File: config.mk
export PLATFORM = sky130hd
export DESIGN_NAME = num_char_conv
export DESIGN_NICKNAME = d
export VERILOG_FILES = /design/src/rtl/num_char_conv.sv
export SDC_FILE = /design/constraint.sdc
export NUM_CORES = 1
export LEC_CHECK = 0
export CAP_MARGIN = 20
export CORE_ASPECT_RATIO = 1.2
export CORE_MARGIN = 1
export CORE_UTILIZATION = 60
export DETAILED_ROUTE_END_ITERATION = 7
export PLACE_DENSITY = 0.83
export RECOVER_POWER = 100
export REMOVE_ABC_BUFFERS = 1
export SYNTH_ARGS = -nofsm -noshare
export SYNTH_HDL_FRONTEND = slang
export SYNTH_SLANG_ARGS = --single-unit
File: constraint.sdc
create_clock -name clk -period 16.7 [get_ports clk]
set_clock_uncertainty 0.15 [all_clocks]
set_input_delay 2.505 -clock clk [delete_from_list [all_inputs] [get_ports clk]]
set_output_delay 2.505 -clock clk [all_outputs]
set_load 0.03 [all_outputs]
File: src/rtl/num_char_conv.sv
// num_char_conv: MIX NUM (chars->binary) / CHAR (binary->chars) magnitude converter.
// Define NUM_CHAR_OVERFLOW_EN to build overflow detection; otherwise overflow is tied to 0.
module num_char_conv #(
  parameter int BYTE_W    = 6,
  parameter int NBYTES    = 10,
  parameter int WORD_W    = 30,
  parameter int ZERO_CODE = 30
) (
  input  logic                     clk,
  input  logic                     reset,
  input  logic                     start,
  input  logic                     mode,
  input  logic [NBYTES*BYTE_W-1:0] chars_in,
  input  logic [WORD_W-1:0]        word_in,
  output logic [WORD_W-1:0]        num_out,
  output logic [NBYTES*BYTE_W-1:0] char_out,
  output logic                     busy,
  output logic                     done,
  output logic                     overflow
);
  localparam int CW    = NBYTES * BYTE_W;
  localparam int BW    = NBYTES * 4;
  localparam int SW    = WORD_W + 4;
  localparam int CNT_W = $clog2((NBYTES > WORD_W ? NBYTES : WORD_W) + 1);
  typedef enum logic [1:0] {IDLE, NUM_RUN, CHAR_RUN} state_t;
  state_t r_state, w_next;
  logic [CW-1:0]     r_chr;
  logic [WORD_W-1:0] r_acc;
  logic [WORD_W-1:0] r_word;
  logic [BW-1:0]     r_bcd;
  logic [CNT_W-1:0]  r_cnt;
  logic              r_done;
  logic [3:0]        w_digit;
  logic [SW-1:0]     w_sum;
  logic [BW-1:0]     w_adj;
  logic [BW-1:0]     w_bcd_next;
  logic [CW-1:0]     w_chars;
  logic              w_start;
  logic              w_last;
  assign w_start = (r_state == IDLE) && start;
  assign w_last  = (r_state == NUM_RUN  && r_cnt == CNT_W'(NBYTES - 1)) ||
                   (r_state == CHAR_RUN && r_cnt == CNT_W'(WORD_W - 1));
  assign w_digit = 4'(r_chr[CW-1 -: BYTE_W] % BYTE_W'(10));
  assign w_sum   = {4'b0, r_acc} * SW'(10) + SW'(w_digit);
  // double-dabble: +3 on digits >= 5 before the shift
  always_comb begin
    w_adj = r_bcd;
    for (int i = 0; i < NBYTES; i++)
      w_adj[i*4 +: 4] = (r_bcd[i*4 +: 4] >= 4'd5) ? r_bcd[i*4 +: 4] + 4'd3 : r_bcd[i*4 +: 4];
  end
  assign w_bcd_next = {w_adj[BW-2:0], r_word[WORD_W-1]};
  always_comb begin
    w_chars = '0;
    for (int i = 0; i < NBYTES; i++)
      w_chars[i*BYTE_W +: BYTE_W] = BYTE_W'(ZERO_CODE) + BYTE_W'(w_bcd_next[i*4 +: 4]);
  end
  always_ff @(posedge clk or posedge reset)
    if (reset) r_state <= IDLE;
    else       r_state <= w_next;
  always_comb begin
    w_next = r_state;
    if (w_start)     w_next = mode ? CHAR_RUN : NUM_RUN;
    else if (w_last) w_next = IDLE;
  end
  always_comb begin
    busy = r_state != IDLE;
    done = r_done;
  end
  always_ff @(posedge clk or posedge reset) begin
    if (reset) begin
      r_chr    <= '0;
      r_acc    <= '0;
      r_word   <= '0;
      r_bcd    <= '0;
      r_cnt    <= '0;
      r_done   <= 1'b0;
      num_out  <= '0;
      char_out <= '0;
    end else begin
      r_done <= w_last;
      if (w_start) begin
        r_chr  <= chars_in;
        r_acc  <= '0;
        r_word <= word_in;
        r_bcd  <= '0;
        r_cnt  <= '0;
      end else if (r_state != IDLE) begin
        r_cnt <= r_cnt + 1'b1;
        if (r_state == NUM_RUN) begin
          r_chr <= r_chr << BYTE_W;
          r_acc <= w_sum[WORD_W-1:0];
        end else begin
          r_word <= r_word << 1;
          r_bcd  <= w_bcd_next;
        end
      end
      if (w_last && r_state == NUM_RUN)  num_out  <= w_sum[WORD_W-1:0];
      if (w_last && r_state == CHAR_RUN) char_out <= w_chars;
    end
  end
`ifdef NUM_CHAR_OVERFLOW_EN
  logic r_ovf;
  always_ff @(posedge clk or posedge reset)
    if (reset)        r_ovf <= 1'b0;
    else if (w_start) r_ovf <= 1'b0;
    else if ((r_state == NUM_RUN && |w_sum[SW-1:WORD_W]) || (r_state == CHAR_RUN && w_adj[BW-1]))
      r_ovf <= 1'b1;
  assign overflow = r_ovf;
`else
  logic w_unused;
  assign w_unused = |{w_sum[SW-1:WORD_W], w_adj[BW-1]};
  assign overflow = 1'b0;
`endif
endmodule

# Word-level counts from Yosys, hierarchy flattened
# Cells that the tools add are included.
# word_totals
regBits,258
latchBits,0
word_cells,88
mem_bits_rw,0
romBits,0
mem_count,0
out_inout_bits,93
input_bits,94
# op_classes
n_eq_ne,5
mux,27
reduce_logical,13
order_cmp,10
multipliers,1
shifts,0
addsub,22
n_div,1
n_bitwise,0
# op_table
op,n
$mux W30,6
$mux W60,3
$mux W40,3
$add A5 B4 Y6 const A,10
$ge A4 B3 Y1 const B,10
$add A4 B2 Y4 const B,9
$mux W4,9
$add A30 B4 Y30,1
$mul A30 B3 Y29 const B,1
$mux W5,2
$reduce_bool A2 Y1,4
$mod A6 B4 Y6 const B,1
$mux W2,3
$add A5 B1 Y5 const B,1
$eq A5 B4 Y1 const B,1
$eq A5 B5 Y1 const B,1
$logic_and A1 B1 Y1,5
$reduce_and A2 Y1,2
$add A3 B2 Y3 const B,1
$mux W3,1
$eq A2 B1 Y1 const B,1
$eq A2 B2 Y1 const B,1
$logic_not A2 Y1,1
$ne A2 B2 Y1 const B,1
$logic_or A1 B1 Y1,1

# Depth between registers and ports, before layout
# logic_depth
depth_word,5
mapped_depth,18
depth_no_buf,17

# Worst setup path before layout
# No wires, ideal clock.
# synth_timing
path_kind,flip-flop to flip-flop
start,reg r_chr[57]
end,reg num_out[29]
setup_time_ps,133
t_arrival_ps,3687
synth_period_minus_slack_ps,3970
path_slack_ps,12730
path_stages_with_launch,19
t_required_ps,16417
path_buffers,1
cell_sequence,dfrtp_1 -> nand2b_1 -> nand2b_1 -> a21oi_1 -> a31oi_1 -> ha_1 -> a21oi_1 -> a311o_1 -> inv_1 -> fa_1 -> nor2b_1 -> nor2_1 -> nor2_1 -> nand4_1 -> or4_1 -> buf_2 -> nor4_2 -> xnor2_1 -> o21ai_1
# synth_via
elab_chain_len,2
# synth_rtl
element,line_no,text
"start, declared",27,logic [CW-1:0] r_chr;
"start signal, assigned",82,r_chr <= chars_in;
"start signal, assigned",90,r_chr <= r_chr << BYTE_W;
$mod A6 B4 Y6,43,assign w_digit = 4'(r_chr[CW-1 -: BYTE_W] % BYTE_W'(10));
$add A30 B4 Y30,44,"assign w_sum = {4'b0, r_acc} * SW'(10) + SW'(w_digit);"
"end signal, assigned",97,if (w_last && r_state == NUM_RUN) num_out <= w_sum[WORD_W-1:0];
"end, declared",15,"output logic [WORD_W-1:0] num_out,"
# Every way passes these cells.
# A chain may end at the register's enable or synchronous reset.

# Worst setup path after layout
# layout_timing
start,in start
end,reg r_chr[37]
# layout_via
elab_chain_len,3
elab_cells_between_ends,5
classes_between,mux (1); reduce/logical (4)
# layout_rtl
element,line_no,text
"start, declared",11,"input logic start,"
$logic_and A1 B1 Y1 *,40,assign w_start = (r_state == IDLE) && start;
$reduce_bool A2 Y1 (no line),n/a,
$reduce_and A2 Y1 (no line),n/a,
# Mark *: on every way between the ends. The rest lies on a longest branch, timed or not.

==> impl_results.md <==
- Result of the run: finished, violations left
- Failing checks: capacitance limit, slew limit
- Data required time at the worst endpoint: 16.95 ns
- DRC viols: 0
- Tmin final: 8.67 ns
- Root buffer selected by CTS: sky130_fd_sc_hd__clkbuf_16
- Part of the power in the clock network: 0.182
- Syn-to-layout area delta: 20.6%
- Clock Pin Slew Worst Setup and Hold Paths: 0.06 ns
- Slew HR: -1.81
- DP Wirelength: 21.8 mm
- Initial antenna violation count: 1
- Critical R2R Launch: r_state[1]
- Most instantiated flip-flop cell in the synthesis netlist: sky130_fd_sc_hd__dfrtp_1
- Peak supply drop: 0.0957 mV
- Final cycle utilization of the critical path: 0.519
- Depth of the most critical reg-to-reg path: 7
- CP Data Arrival Time: 8.93 ns
- Total wire length: 31.5 mm
- Core area: 22400 sq um
- Sequential fraction of design power: 0.321
- Number of synthesized flops with an enable pin: 0
- Wire length of the first global-routing pass: 52.6 mm
- Setup tns final: 0 ns
- Cell variety after synth: 71
- Share of async-settable or async-resettable flops after synthesis: 1.00
- Synth Instances: 1485
- Die Height: 168 microns
- Clock tree from TritonCTS: built
- Register-to-Register Setup Slack: 9.49 ns
- Met2 track demand over resource: 0.466
- Kind of capture point of the worst setup path: register
- RSZ-0062 raised after global routing: no
- Cell Area, Placed: 15800 sq um
- Routability congestion estimate from global placement: 0.913
- Vias in the first global route: 11000
- Starting DRC count in detailed routing: 632
- Number of cells upsized or downsized after cts: 0
- Most congested layer reported by global routing: met2
- CP Capture Point: r_chr[37]
- Pin count of the biggest net entering global routing: 122
- Number of nets at the end of the flow: 1824
- Static leakage: 8.12 nW
- Share of total power consumed by net switching: 0.431
- Aggregate global routing overflow: 0
- Detailed-route vias per instance: 5.85
- P per Cell Area: 187 nW/um^2
- Number of optimization iterations in the first detailed-route pass: 5
- Number of sinks driven by the clock tree: 257
- Crit-path max FO: 54
- Critical Path Source: start
- # port buffers: 185
- Die footprint: 23600 sq um
- Antenna-violating nets left: 0
- RR Endpoint: r_chr[37]
- Fmax achieved: 0.115 GHz
- Setup violators final: 0
- Std cell rows: 60
- Final hold violations: 0
- Internal power: 0.00177 W
- Wire per inst: 16.3 microns
- Most frequent cells in the layout: sky130_fd_sc_hd__nand2_1, sky130_fd_sc_hd__dfrtp_1, sky130_fd_sc_hd__o21ai_0, sky130_fd_sc_hd__ha_1, sky130_fd_sc_hd__dlygate4sd3_1
- Flop and latch count out of synthesis: 257
- Fraction of power consumed by combinational cells: 0.497
- Clock buffers created by TritonCTS: 26
- Top cells by area, synth: sky130_fd_sc_hd__dfrtp_1, sky130_fd_sc_hd__nand2_1, sky130_fd_sc_hd__ha_1
- Average size of a mapped cell: 9.27 sq um
- Horizontal die dimension: 140 microns
- Met3 usage: 0.0560
- Number of slew-limit violations in the final report: 438
- Startpoint type of the worst setup path: input port
- Tot GR Track Use: 0.271
- Final instance area: 16600 sq um
- ANT cells: 0
- Type of the worst setup path: in2reg
- Tightest Pin Transition: 4.19 ns
- Worst-skew pair later-pin latency: 0.53 ns
- Number of max-capacitance violations reported: 8
- Total of hold buffers inserted after clock tree synthesis: 0
- Number of setup buffers added after CTS: 0
- Number of buffers between clock root and the deepest sink: 3
- Initial core utilization: 0.613
- Largest area contributor in the synthesized netlist: sky130_fd_sc_hd__dfrtp_1
- Vias: 11300
- Net load switching power: 0.00134 W
- Met1 Track Usage GR: 0.341
- Mapped Area: 13800 sq um
- Share of synthesized area occupied by flip-flops and latches: 0.467
- Most frequent standard cell in the layout excluding fill and tap cells: sky130_fd_sc_hd__nand2_1
- Top-level I/O count: 187
- Worst hold path type: reg2reg
- Number of levels in the clock H-tree: 1
- YS warnings: 0
- Share of Yosys cell area claimed by the top area cell type: 0.467
- Proportion of layout cells with a drive suffix above 1: 0.0472
[metal layers]
metal / vias up / routed length (microns)
met1: 5433 / 13100
met4: 2 / 778
met3: 61 / 1970
li1: 5477 / -
met2: 318 / 15600
met5: - / 10
[worst min-delay path by stage]
stage               cells past startpoint         from  slack (ns)          end
floorplan                               2   r_word[10]        0.30   r_word[10]
global placement                        2   r_word[22]        0.31   r_word[22]
detailed placement                      2    r_chr[44]        0.31    r_chr[44]
CTS                                     2   r_word[26]        0.33   r_word[26]
global route                            2    r_chr[27]        0.35    r_chr[27]
finish                                  2  char_out[2]        0.32  char_out[2]
[area by class of cell]
class,count,area (sq um)
clock buffers,40,783
clock inverters,8,60.1
fillers,1556,5840
inverters,48,181
multi-input cells,1101,6830
flip-flops and latches,257,6430
well taps,279,349
repair buffers,197,1970
[metrics by stage]
stage                     power, W  hold slack, ns  cells  setup WS [ns]  utilization
after floorplan            0.00212           0.296   1406           6.97            -
final                      0.00311           0.322   1930           8.03        0.740
after CTS                  0.00315           0.328   1926          11.53        0.741
after global placement     0.00248           0.309   1877          10.98        0.702
after global routing       0.00337           0.350   1930           7.43        0.740
after detailed placement   0.00256           0.313   1878          10.94        0.703
[power groups by stage]
stage | Sequential [W] | Combinational [W] | Clock (W)
global placement | 0.000997 | 0.00148 | 0
detailed placement | 0.00100 | 0.00156 | 0
global route | 0.00103 | 0.00174 | 0.000602
CTS | 0.000999 | 0.00157 | 0.000574
finish | 0.000999 | 0.00155 | 0.000566
floorplan | 0.00105 | 0.00107 | 0
[synth_stat cells, drive strengths merged, types with 4 or more instances]
| library cell | instances |
|---|---|
| nand3 | 59 |
| nand2 | 342 |
| inv | 48 |
| clkbuf | 61 |
| o211ai | 9 |
| a21o | 8 |
| a22oi | 84 |
| buf | 18 |
| dfrtp | 257 |
| a31oi | 7 |
| o31ai | 14 |
| or3 | 4 |
| mux2 | 8 |
| nor2 | 41 |
| xor2 | 19 |
| a21oi | 64 |
| nand2b | 17 |
| nor3b | 19 |
| nand4 | 11 |
| and3 | 6 |
| or2 | 5 |
| o21ai | 149 |
| mux2i | 31 |
| ha | 97 |
| nor2b | 7 |
| nor3 | 11 |
| nor4 | 5 |
| and2 | 7 |
| xnor2 | 35 |
[critical path, stage by stage]
cell and delay [ns]:
sky130_fd_sc_hd__dlygate4sd3_1 0.57, sky130_fd_sc_hd__and2_0 2.10, sky130_fd_sc_hd__clkbuf_1 1.72, sky130_fd_sc_hd__nor2_1 0.71, sky130_fd_sc_hd__clkbuf_1 0.85, sky130_fd_sc_hd__nand2_1 0.33, sky130_fd_sc_hd__nand2_1 0.08
[sequential cells by signal, indices dropped and copies added (netlist names)]
register  count
char_out     60
done          1
num_out      30
r_acc        29
r_bcd        40
r_chr        60
r_cnt         5
r_state       2
r_word       30
[cells by family after synthesis]
| family | after synthesis | share of synthesized area |
|---|---|---|
| AO/OA/AOI/OAI | 366 | 0.166 |
| XOR/XNOR | 54 | 0.0354 |
| adder cells (fa/ha/maj) | 99 | 0.0911 |
| buffers and inverters | 127 | 0.0357 |
| flip-flops | 257 | 0.467 |
| multiplexers | 39 | 0.0291 |
| other | 1 | 0.000272 |
| AND/OR/NAND/NOR | 542 | 0.176 |
Note: power is estimated with default switching activity, not from simulation.
